### src/rtl/fetch_pc_stage_pkg.sv
// Shared encodings for the MIPS fetch stage: next-PC selects, exception codes, reset PC.
package fetch_pc_stage_pkg;
  localparam logic [1:0]  NPC_PC4 = 2'b00;
  localparam logic [1:0]  NPC_BR  = 2'b01;
  localparam logic [1:0]  NPC_J   = 2'b10;
  localparam logic [1:0]  NPC_JR  = 2'b11;

  localparam logic [4:0]  EXC_NONE = 5'd0;
  localparam logic [4:0]  EXC_ADEL = 5'd4;

  localparam logic [31:0] PC_RESET_DEF = 32'h0000_3000;
endpackage

### src/rtl/fetch_npc_calc.sv
// Combinational next-PC: sequential, branch, jump and register-jump targets plus select.
module fetch_npc_calc
  import fetch_pc_stage_pkg::*;
(
  input  logic [31:0] f_pc_i,
  input  logic [31:0] d_pc_i,
  input  logic [1:0]  npc_sel_i,
  input  logic        br_taken_i,
  input  logic [15:0] imm16_i,
  input  logic [25:0] index26_i,
  input  logic [31:0] rs_val_i,
  output logic [31:0] npc_o
);
  logic [31:0] pc4, br_tgt, j_tgt;

  assign pc4    = f_pc_i + 32'd4;
  // Targets are relative to the delay-slot PC, which is D_pc + 4.
  assign br_tgt = d_pc_i + 32'd4 + {{14{imm16_i[15]}}, imm16_i, 2'b00};
  assign j_tgt  = {d_pc_i[31:28], index26_i, 2'b00};

  always_comb begin
    npc_o = pc4;
    case (npc_sel_i)
      NPC_BR:  npc_o = br_taken_i ? br_tgt : pc4;
      NPC_J:   npc_o = j_tgt;
      NPC_JR:  npc_o = rs_val_i;
      default: npc_o = pc4;
    endcase
  end
endmodule

### src/rtl/fetch_pc_stage.sv
// MIPS F-stage: PC register, next-PC select and F/D pipeline register.
// FETCH_EXC_EN enables address-error (AdEL) detection on the fetch address.
module fetch_pc_stage
  import fetch_pc_stage_pkg::*;
#(
  parameter logic [31:0] PC_RESET = PC_RESET_DEF,
  parameter logic [31:0] IM_BASE  = 32'h0000_3000,
  parameter logic [31:0] IM_LIMIT = 32'h0000_6FFC
) (
  input  logic        clk,
  input  logic        reset,
  input  logic        stall,
  input  logic        flush,
  input  logic [1:0]  npc_sel,
  input  logic        br_taken,
  input  logic [15:0] D_imm16,
  input  logic [25:0] D_index26,
  input  logic [31:0] D_rs_val,
  input  logic [31:0] F_instr,
  output logic [31:0] F_pc,
  output logic [31:0] D_pc,
  output logic [31:0] D_instr,
  output logic [31:0] D_pc8,
  output logic [4:0]  D_exc_code
);
  logic [31:0] f_pc_q, d_pc_q, d_instr_q, npc;
  logic [31:0] fetch_instr;
  logic [4:0]  fetch_code;

  fetch_npc_calc u_npc (
    .f_pc_i    (f_pc_q),
    .d_pc_i    (d_pc_q),
    .npc_sel_i (npc_sel),
    .br_taken_i(br_taken),
    .imm16_i   (D_imm16),
    .index26_i (D_index26),
    .rs_val_i  (D_rs_val),
    .npc_o     (npc)
  );

`ifdef FETCH_EXC_EN
  logic       fetch_exc;
  logic [4:0] d_exc_q;

  assign fetch_exc   = (f_pc_q[1:0] != 2'b00) || (f_pc_q < IM_BASE) || (f_pc_q > IM_LIMIT);
  assign fetch_code  = fetch_exc ? EXC_ADEL : EXC_NONE;
  // A faulting fetch must not deliver its (bogus) word downstream.
  assign fetch_instr = fetch_exc ? 32'd0 : F_instr;

  always_ff @(posedge clk or posedge reset) begin
    if (reset)      d_exc_q <= EXC_NONE;
    else if (flush) d_exc_q <= EXC_NONE;
    else if (!stall) d_exc_q <= fetch_code;
  end
  assign D_exc_code = d_exc_q;
`else
  logic unused_im;
  assign unused_im   = ^{IM_BASE, IM_LIMIT};
  assign fetch_code  = EXC_NONE;
  assign fetch_instr = F_instr;
  assign D_exc_code  = fetch_code;
`endif

  always_ff @(posedge clk or posedge reset) begin
    if (reset)       f_pc_q <= PC_RESET;
    else if (!stall) f_pc_q <= npc;
  end

  // Flush wins over stall so a bubble can be injected while F is held.
  always_ff @(posedge clk or posedge reset) begin
    if (reset) begin
      d_pc_q    <= PC_RESET;
      d_instr_q <= 32'd0;
    end else if (flush) begin
      d_pc_q    <= f_pc_q;
      d_instr_q <= 32'd0;
    end else if (!stall) begin
      d_pc_q    <= f_pc_q;
      d_instr_q <= fetch_instr;
    end
  end

  assign F_pc    = f_pc_q;
  assign D_pc    = d_pc_q;
  assign D_instr = d_instr_q;
  assign D_pc8   = d_pc_q + 32'd8;
endmodule

### config.mk
export PLATFORM = sky130hd
export DESIGN_NAME = fetch_pc_stage
export DESIGN_NICKNAME = d
export VERILOG_FILES = /design/src/rtl/fetch_pc_stage_pkg.sv /design/src/rtl/fetch_npc_calc.sv /design/src/rtl/fetch_pc_stage.sv
export SDC_FILE = /design/constraint.sdc
export NUM_CORES = 1
export LEC_CHECK = 0
export BUFFER_PORTS_ARGS = -buffer_cell sky130_fd_sc_hd__buf_2
export CAP_MARGIN = 20
export CORE_MARGIN = 1
export CORE_UTILIZATION = 54
export DETAILED_ROUTE_END_ITERATION = 10
export GPL_ROUTABILITY_DRIVEN = 0
export HOLD_SLACK_MARGIN = 0.05
export PLACE_DENSITY = 0.84
export REMOVE_ABC_BUFFERS = 1
export SETUP_SLACK_MARGIN = 0.4
export SLEW_MARGIN = 40
export SYNTH_ARGS = -nofsm -noshare
export SYNTH_HDL_FRONTEND = slang
export SYNTH_SLANG_ARGS = --single-unit
### constraint.sdc
create_clock -name clk -period 7.8 [get_ports clk]
set_input_delay 1.95 -clock clk [delete_from_list [all_inputs] [get_ports clk]]
set_output_delay 1.95 -clock clk [all_outputs]
set_load 0.03 [all_outputs]
==> results of run 1 <==
==> placed cells by master, fill, tap and decap left out, drive strengths merged, types with 9 or more instances in the layout <==
cell    netlist  final
buf          25    249
dfrtp        92     92
nand2        78     78
nor2         66     66
a21oi        60     60
ha           59     59
mux2         57     57
o21ai        56     56
xnor2        37     37
mux2i        36     36
inv          25     27
nand3        22     22
nand4        21     21
nor3         18     18
xor2         17     17
a31oi        11     11
a21o         11     11
o21a         10     10
and3          9      9
clkbuf       28      9
==> worst max-delay path: stages (launching register included) <==
cell     delay (ns)
dfrtp_1        0.48
and4_1         0.29
nand4_1        0.26
or2_2          0.44
or2_1          0.33
nor2_1         0.34
nand2_1        0.12
xnor2_1        0.14
buf_2          0.22
==> stage by stage <==
step / setup WS (ns) / instances / instance area, um2 / utilization, %
after floorplan: 3.35 / 792 / 7300 / -
after global placement: 3.26 / 1216 / 8790 / 65.6
after detailed placement: 3.20 / 1216 / 8800 / 65.6
after CTS: 2.92 / 1232 / 9130 / 68.1
after global routing: 2.71 / 1233 / 9150 / 68.3
final: 2.88 / 1233 / 9150 / 68.3
==> layout make-up <==
class / count / area share (%)
Sequential cell: 96 / 26.3
Timing Repair Buffer: 249 / 14.0
Clock inverter: 7 / 1.14
Multi-Input combinational cell: 671 / 52.6
Inverter: 25 / 1.05
Tap cell: 176 / 2.41
Clock buffer: 9 / 2.46
==> flip-flops by register name (all words and copies together) (netlist names) <==
register	count
D_pc	32
F_pc	32
D_instr	32
==> logic make-up after synthesis <==
family	Yosys count
compound gates	212
other cells	1
flops	96
fa+ha+maj	60
buf+inv	78
simple gates	247
xor+xnor	54
mux	93
==> power breakdown <==
part           leakage [nW]  total [mW]  switching (mW)  internal (mW)
clock network         0.159       0.500           0.214          0.286
logic                  3.16        1.28           0.802          0.475
registers              1.20       0.758           0.167          0.592
==> metal layers <==
metal | vias up | global-route usage, % | share of wire [%]
met1 | 3461 | 39.4 | 41
met4 | 0 | 14.8 | 3.3
met3 | 67 | 7.94 | 8.6
li1 | 3488 | - | -
met5 | - | 0 | 0
met2 | 389 | 51.3 | 47
==> worst paths after layout <==
path                       slack, ns   startpoint           to  cells after the start
min                             0.52  D_instr[17]  D_instr[17]                      2
min reg2reg                     0.52  D_instr[17]  D_instr[17]                      2
max in group asynchronous       5.02        reset     D_pc[25]                      3
max                             2.88      D_pc[5]    D_pc8[28]                      8
max reg2reg                     4.69     D_pc[12]     F_pc[26]                      9
min in group asynchronous       1.65        reset   D_instr[5]                      2
==> summary.md, run 1 <==
| Metric | Value |
|---|---|
| Largest family of logic cells by synthesized area | compound AO/OA/AOI/OAI gates |
| WHS | 0.522 ns |
| Compound-cell area share of the yosys netlist | 17.7% |
| Cell count after synthesis | 841 |
| Tcrit/Tclk final | 63.1% |
| Lkg Pwr | 4.51 nW |
| MaxCap Viol Count | 0 |
| Crit end category | output port |
| Async SR Flop Fraction | 100% |
| First-pass GRT wire length | 35400 um |
| Startpoint class of the critical path | flop |
| CP required | 5.85 ns |
| Synth area leaders | dfrtp_1 (31%), ha_1 (9.8%), mux2_2 (8.5%) |
| DR pass1 iterations | 6 |
| 1st-iter DRT viols | 606 |
| Setup_tns | 0 ns |
| # DRC | 0 |
| Core Region | 13400 um2 |
| Largest net degree at the start of global routing | 60 |
| Worst hold path class | flop to flop |
| Skew final | 0.00734 ns |
| Cell taking the most area after synthesis | dfrtp_1 |
| GRT Residual Overflow | 0 |
| WL final | 22800 um |
| CTS buffer count | 9 |
| Top cells by count, synth | dfrtp_1 (92), nand2_1 (76), nor2_1 (65), a21oi_1 (60), ha_1 (59) |
| CTS tree | yes |
| Minimum clock period | 4.92 ns |
| Crit path arrival time | 2.97 ns |
| Port Buffers | 240 |
| Vias | 7405 |
| Synth top area share | 30.6% |
| Most used DFF post-synth | dfrtp_1 |
| Outcome | finished, final reports clean |
| Most frequent cell after synthesis | dfrtp_1 |
| Post-synth EDFFs | 0 |
| Max Clk Rate | 0.203 GHz |
| Clk sinks | 96 |
| Pwr Total | 2.54 mW |
| Post-CTS sizing | 0 |
| Yosys cell types | 67 |
| RSZ-0062 raised after global routing | false |
| Starting density of the core | 56.1% |
| # IOs | 246 |
| Setup CP Type | flop to output port |
| Fill cell count | 1084 |
| Worst-path clk slew | 0.07 ns |
| Maximum VDD drop | 0.169 mV |
| Post-Syn Area | 7520 um2 |
| Final Hold Vio Count | 0 |
| Initial antenna violation count | 0 |
| Hold-fix buffers, CTS | 0 |
| Vias in the first global route | 6999 |
| Synthesis-stage register bit count | 96 |
| CP max FO | 8 |
| Sequential area share after synthesis | 32.0% |
| PwrDens | 277 nW/um2 |
| Worst-Skew Late Latency | 0.36 ns |
| Endpoints failing setup | 0 |
| Root Buffer Master | clkbuf_16 |
| H-Tree Depth | 3 |
| Clock Path Buffers | 2 |
| Final ANT Viol Nets | 0 |
| Post-synthesis adder-cell area fraction | 10.1% |
| DIE HEIGHT | 120 um |
| Die area | 14400 um2 |
| ANT cells | 0 |
| Xor/xnor cell area share of the yosys netlist | 6.29% |
| # rows | 42 |
| Area growth syn-to-layout | 21.6% |
| Worst Tran Pin Value | 0.819 ns |
| Synth warn | 0 |
| Global Route Usage Sum | 31.6% |
| Setup bufs post-CTS | 0 |
| DR WL/cell | 18.5 um |
| Avg Synthesized Cell Area | 8.94 um2 |
| FF+latch area | 2410 um2 |
| Layout cells sized above 1 | 32.9% |
| Simple logic cell fraction of the synthesized area | 16.1% |
| Max Slew Vio Count | 0 |
| Multiplexer share of the synthesized area | 13.3% |
| Worst rel slew slack | 45.0% |
| Nets | 1225 |
| Die width | 120 um |
| Multi-input logic area | 4810 um2 |
| HPWL after DPL | 16400 um |
| Drt via density | 6.01 |
Note: power is estimated with default switching activity, not from simulation.
==> run 2: changes to the inputs <==
--- a/config.mk
+++ b/config.mk
@@ -5,14 +5,15 @@
 export SDC_FILE = /design/constraint.sdc
 export NUM_CORES = 1
 export LEC_CHECK = 0
+export ABC_AREA = 1
 export BUFFER_PORTS_ARGS = -buffer_cell sky130_fd_sc_hd__buf_2
 export CAP_MARGIN = 20
 export CORE_MARGIN = 1
-export CORE_UTILIZATION = 54
+export CORE_UTILIZATION = 48
 export DETAILED_ROUTE_END_ITERATION = 10
 export GPL_ROUTABILITY_DRIVEN = 0
 export HOLD_SLACK_MARGIN = 0.05
-export PLACE_DENSITY = 0.84
+export PLACE_DENSITY = 0.78
 export REMOVE_ABC_BUFFERS = 1
 export SETUP_SLACK_MARGIN = 0.4
 export SLEW_MARGIN = 40
==> constraint.sdc (replaced) <==
create_clock -name clk -period 4 [get_ports clk]
set_input_delay 1 -clock clk [delete_from_list [all_inputs] [get_ports clk]]
set_output_delay 1 -clock clk [all_outputs]
set_load 0.03 [all_outputs]
==> summary.md, run 2 <==
| Metric | Value |
|---|---|
| Vias in the first global route | 8866 |
| Vias | 9508 |
| 1st-iter DRT viols | 1007 |
| Largest net degree at the start of global routing | 50 |
| ANT cells | 0 |
| Commonest non-fill, non-tap cells in the layout | nand2_1 (336), buf_2 (239), inv_1 (173) |
| Synthesis-stage register bit count | 96 |
| Core Region | 16800 um2 |
| Minimum clock period | 3.48 ns |
| Die area | 18000 um2 |
| Synth warn | 0 |
| Layout cells sized above 1 | 21.0% |
| WL final | 28800 um |
| Setup CP Type | flop to output port |
| Worst-path clk slew | 0.08 ns |
| # DRC | 0 |
| Global Route Usage Sum | 32.3% |
| Worst hold path class | flop to flop |
| PwrDens | 432 nW/um2 |
| Post-synth EDFFs | 0 |
| Clock Path Buffers | 2 |
| Starting density of the core | 49.8% |
| Avg Synthesized Cell Area | 6.55 um2 |
| Most used DFF post-synth | dfrtp_1 |
| CTS tree | yes |
| GRT Residual Overflow | 0 |
| Startpoint class of the critical path | flop |
| Final Hold Vio Count | 0 |
| Cell taking the most area after synthesis | dfrtp_1 |
| Critical-path cell list | nand3_2 > inv_2 > nand2_4 > nor2_8 > nand3_4 > nor2_4 > nand2_2 > nor2_4 > nand2_2 > nor2_2 > xor2_1 > buf_2 |
| Crit end category | output port |
| H-Tree Depth | 3 |
| Endpoints failing setup | 0 |
| CP required | 3.00 ns |
| Tcrit/Tclk final | 87.0% |
| RSZ-0062 raised after global routing | false |
| Nets | 1679 |
| Top cells by count, synth | nand2_1 (337), inv_1 (175), nor2_1 (162), dfrtp_1 (92), o21ai_0 (85) |
| Post-Syn Area | 8380 um2 |
| Fin area | 10100 um2 |
| Skew final | 0.0123 ns |
| Outcome | finished, final reports clean |
| Area growth syn-to-layout | 21.0% |
| Sequential area share after synthesis | 28.7% |
| Max stage delay on crit path | 0.53 ns |
| Final ANT Viol Nets | 0 |
| Commonest non-fill, non-tap cell in the layout | nand2_1 |
| Worst Tran Pin Value | 0.796 ns |
| DR WL/cell | 16.6 um |
| Port Buffers | 240 |
| First-pass GRT wire length | 45200 um |
| Root Buffer Master | clkbuf_16 |
| Async SR Flop Fraction | 100% |
| Lkg Pwr | 5.63 nW |
| Pre-CTS WS | 0.709 ns |
| CP max FO | 6 |
| Cell count after synthesis | 1279 |
| MaxCap Viol Count | 0 |
| Initial antenna violation count | 0 |
| Final worst slack | 0.521 ns |
| HPWL after DPL | 22600 um |
| Yosys cell types | 45 |
| Slowest stage cell, crit path | dfrtp_1 |
| Max Slew Vio Count | 0 |
| Drt via density | 5.49 |
| Crit path arrival time | 2.48 ns |
| Max Clk Rate | 0.287 GHz |
| Pwr Total | 4.38 mW |
| Die width | 134 um |
| CTS buffer count | 9 |
| DR pass1 iterations | 6 |
| Maximum VDD drop | 0.237 mV |
| DIE HEIGHT | 134 um |
| Clk sinks | 96 |
| # rows | 47 |
| Synth top area share | 27.5% |
| Post-DP Area | 9740 um2 |
| Setup_tns | 0 ns |
| Worst rel slew slack | 46.9% |
| Synth area leaders | dfrtp_1 (27%), nand2_1 (15%), ha_1 (8.8%) |
| # IOs | 246 |
| Worst-Skew Late Latency | 0.36 ns |
| Most frequent cell after synthesis | nand2_1 |
run 2: cell count changes in the layout (fill, tap and decap cells not counted), moves of 14 or more:
cell,change
inv_1,+149
nand2_1,+260
mux2i_1,-36
xnor2_1,-33
mux2_2,-56
nand3_1,+62
a21oi_1,-20
a22o_1,+14
xor2_1,+17
o21ai_0,+29
nor2_1,+97
run 2: routing by layer:
layer	vias up	global-route usage (%)	share of wire, %
met5	-	0	0
met4	0	13.9	3.7
met3	78	5.63	8.8
met2	500	53.8	46
met1	4352	41.1	41
li1	4578	-	-
run 2: logic make-up (layout without fill, tap and decap cells):
kind of cell	Yosys count	count (layout)	share of synthesized area (%)
and+or+nand+nor	678	678	35.1
buffers and inverters	225	453	10.5
AOI/OAI and AO/OA	180	180	12.4
DFF	96	96	28.7
adders and majority gates	60	60	9.05
xor gates and xnor gates	38	38	3.97
other	1	5	0.0448
muxes	1	1	0.134
run 2: final cells by class:
cell class	count	area [um2]
clock inverters	6	52.6
flip-flops and latches	96	2410
fillers	1605	6680
repair buffers	256	1340
clock buffers	10	239
multi-input cells	962	5140
well taps	220	275
inverters	181	682
run 2: per-stage QoR:
step | hold WS (ns) | util, % | instances
after floorplan | 0.579 | - | 1239
after global placement | 0.486 | 57.9 | 1707
after detailed placement | 0.498 | 57.9 | 1707
after CTS | 0.514 | 59.7 | 1723
after global routing | 0.535 | 60.3 | 1731
final | 0.509 | 60.3 | 1731
run 2: power by group:
part	leakage (nW)	switching (mW)	internal, mW	total, mW
combinational	4.33	1.49	0.674	2.16
clock	0.142	0.430	0.450	0.879
sequential	1.15	0.232	1.11	1.34
total	5.63	2.15	2.23	4.38
run 2: worst paths after layout:
kind	start	endpoint	slack, ns	depth (start not counted)
setup / recovery	D_pc[5]	D_pc8[24]	0.52	12
hold / removal	D_instr[13]	D_instr[13]	0.51	2
setup reg to reg	D_pc[3]	F_pc[17]	1.22	14
hold reg to reg	D_instr[13]	D_instr[13]	0.51	2
max in group asynchronous	reset	D_pc[13]	2.53	3
min in group asynchronous	reset	D_instr[25]	0.72	2
run 2: critical path, delay by kind of cell (launching register included):
kind / cells / cell delay [ns]
buf+inv: 2 / 0.35
xor+xnor: 1 / 0.15
flops: 1 / 0.53
simple gates: 9 / 1.07
run 2: timing repair:
item | 4_1_cts | 5_1_grt
setup buffers | 0 | 8
gates resized for setup | 3 | 5
pin swaps | 0 | 2
gates cloned | 0 | 0
setup endpoints to repair | 2 | 4
hold buffers | 0 | 0
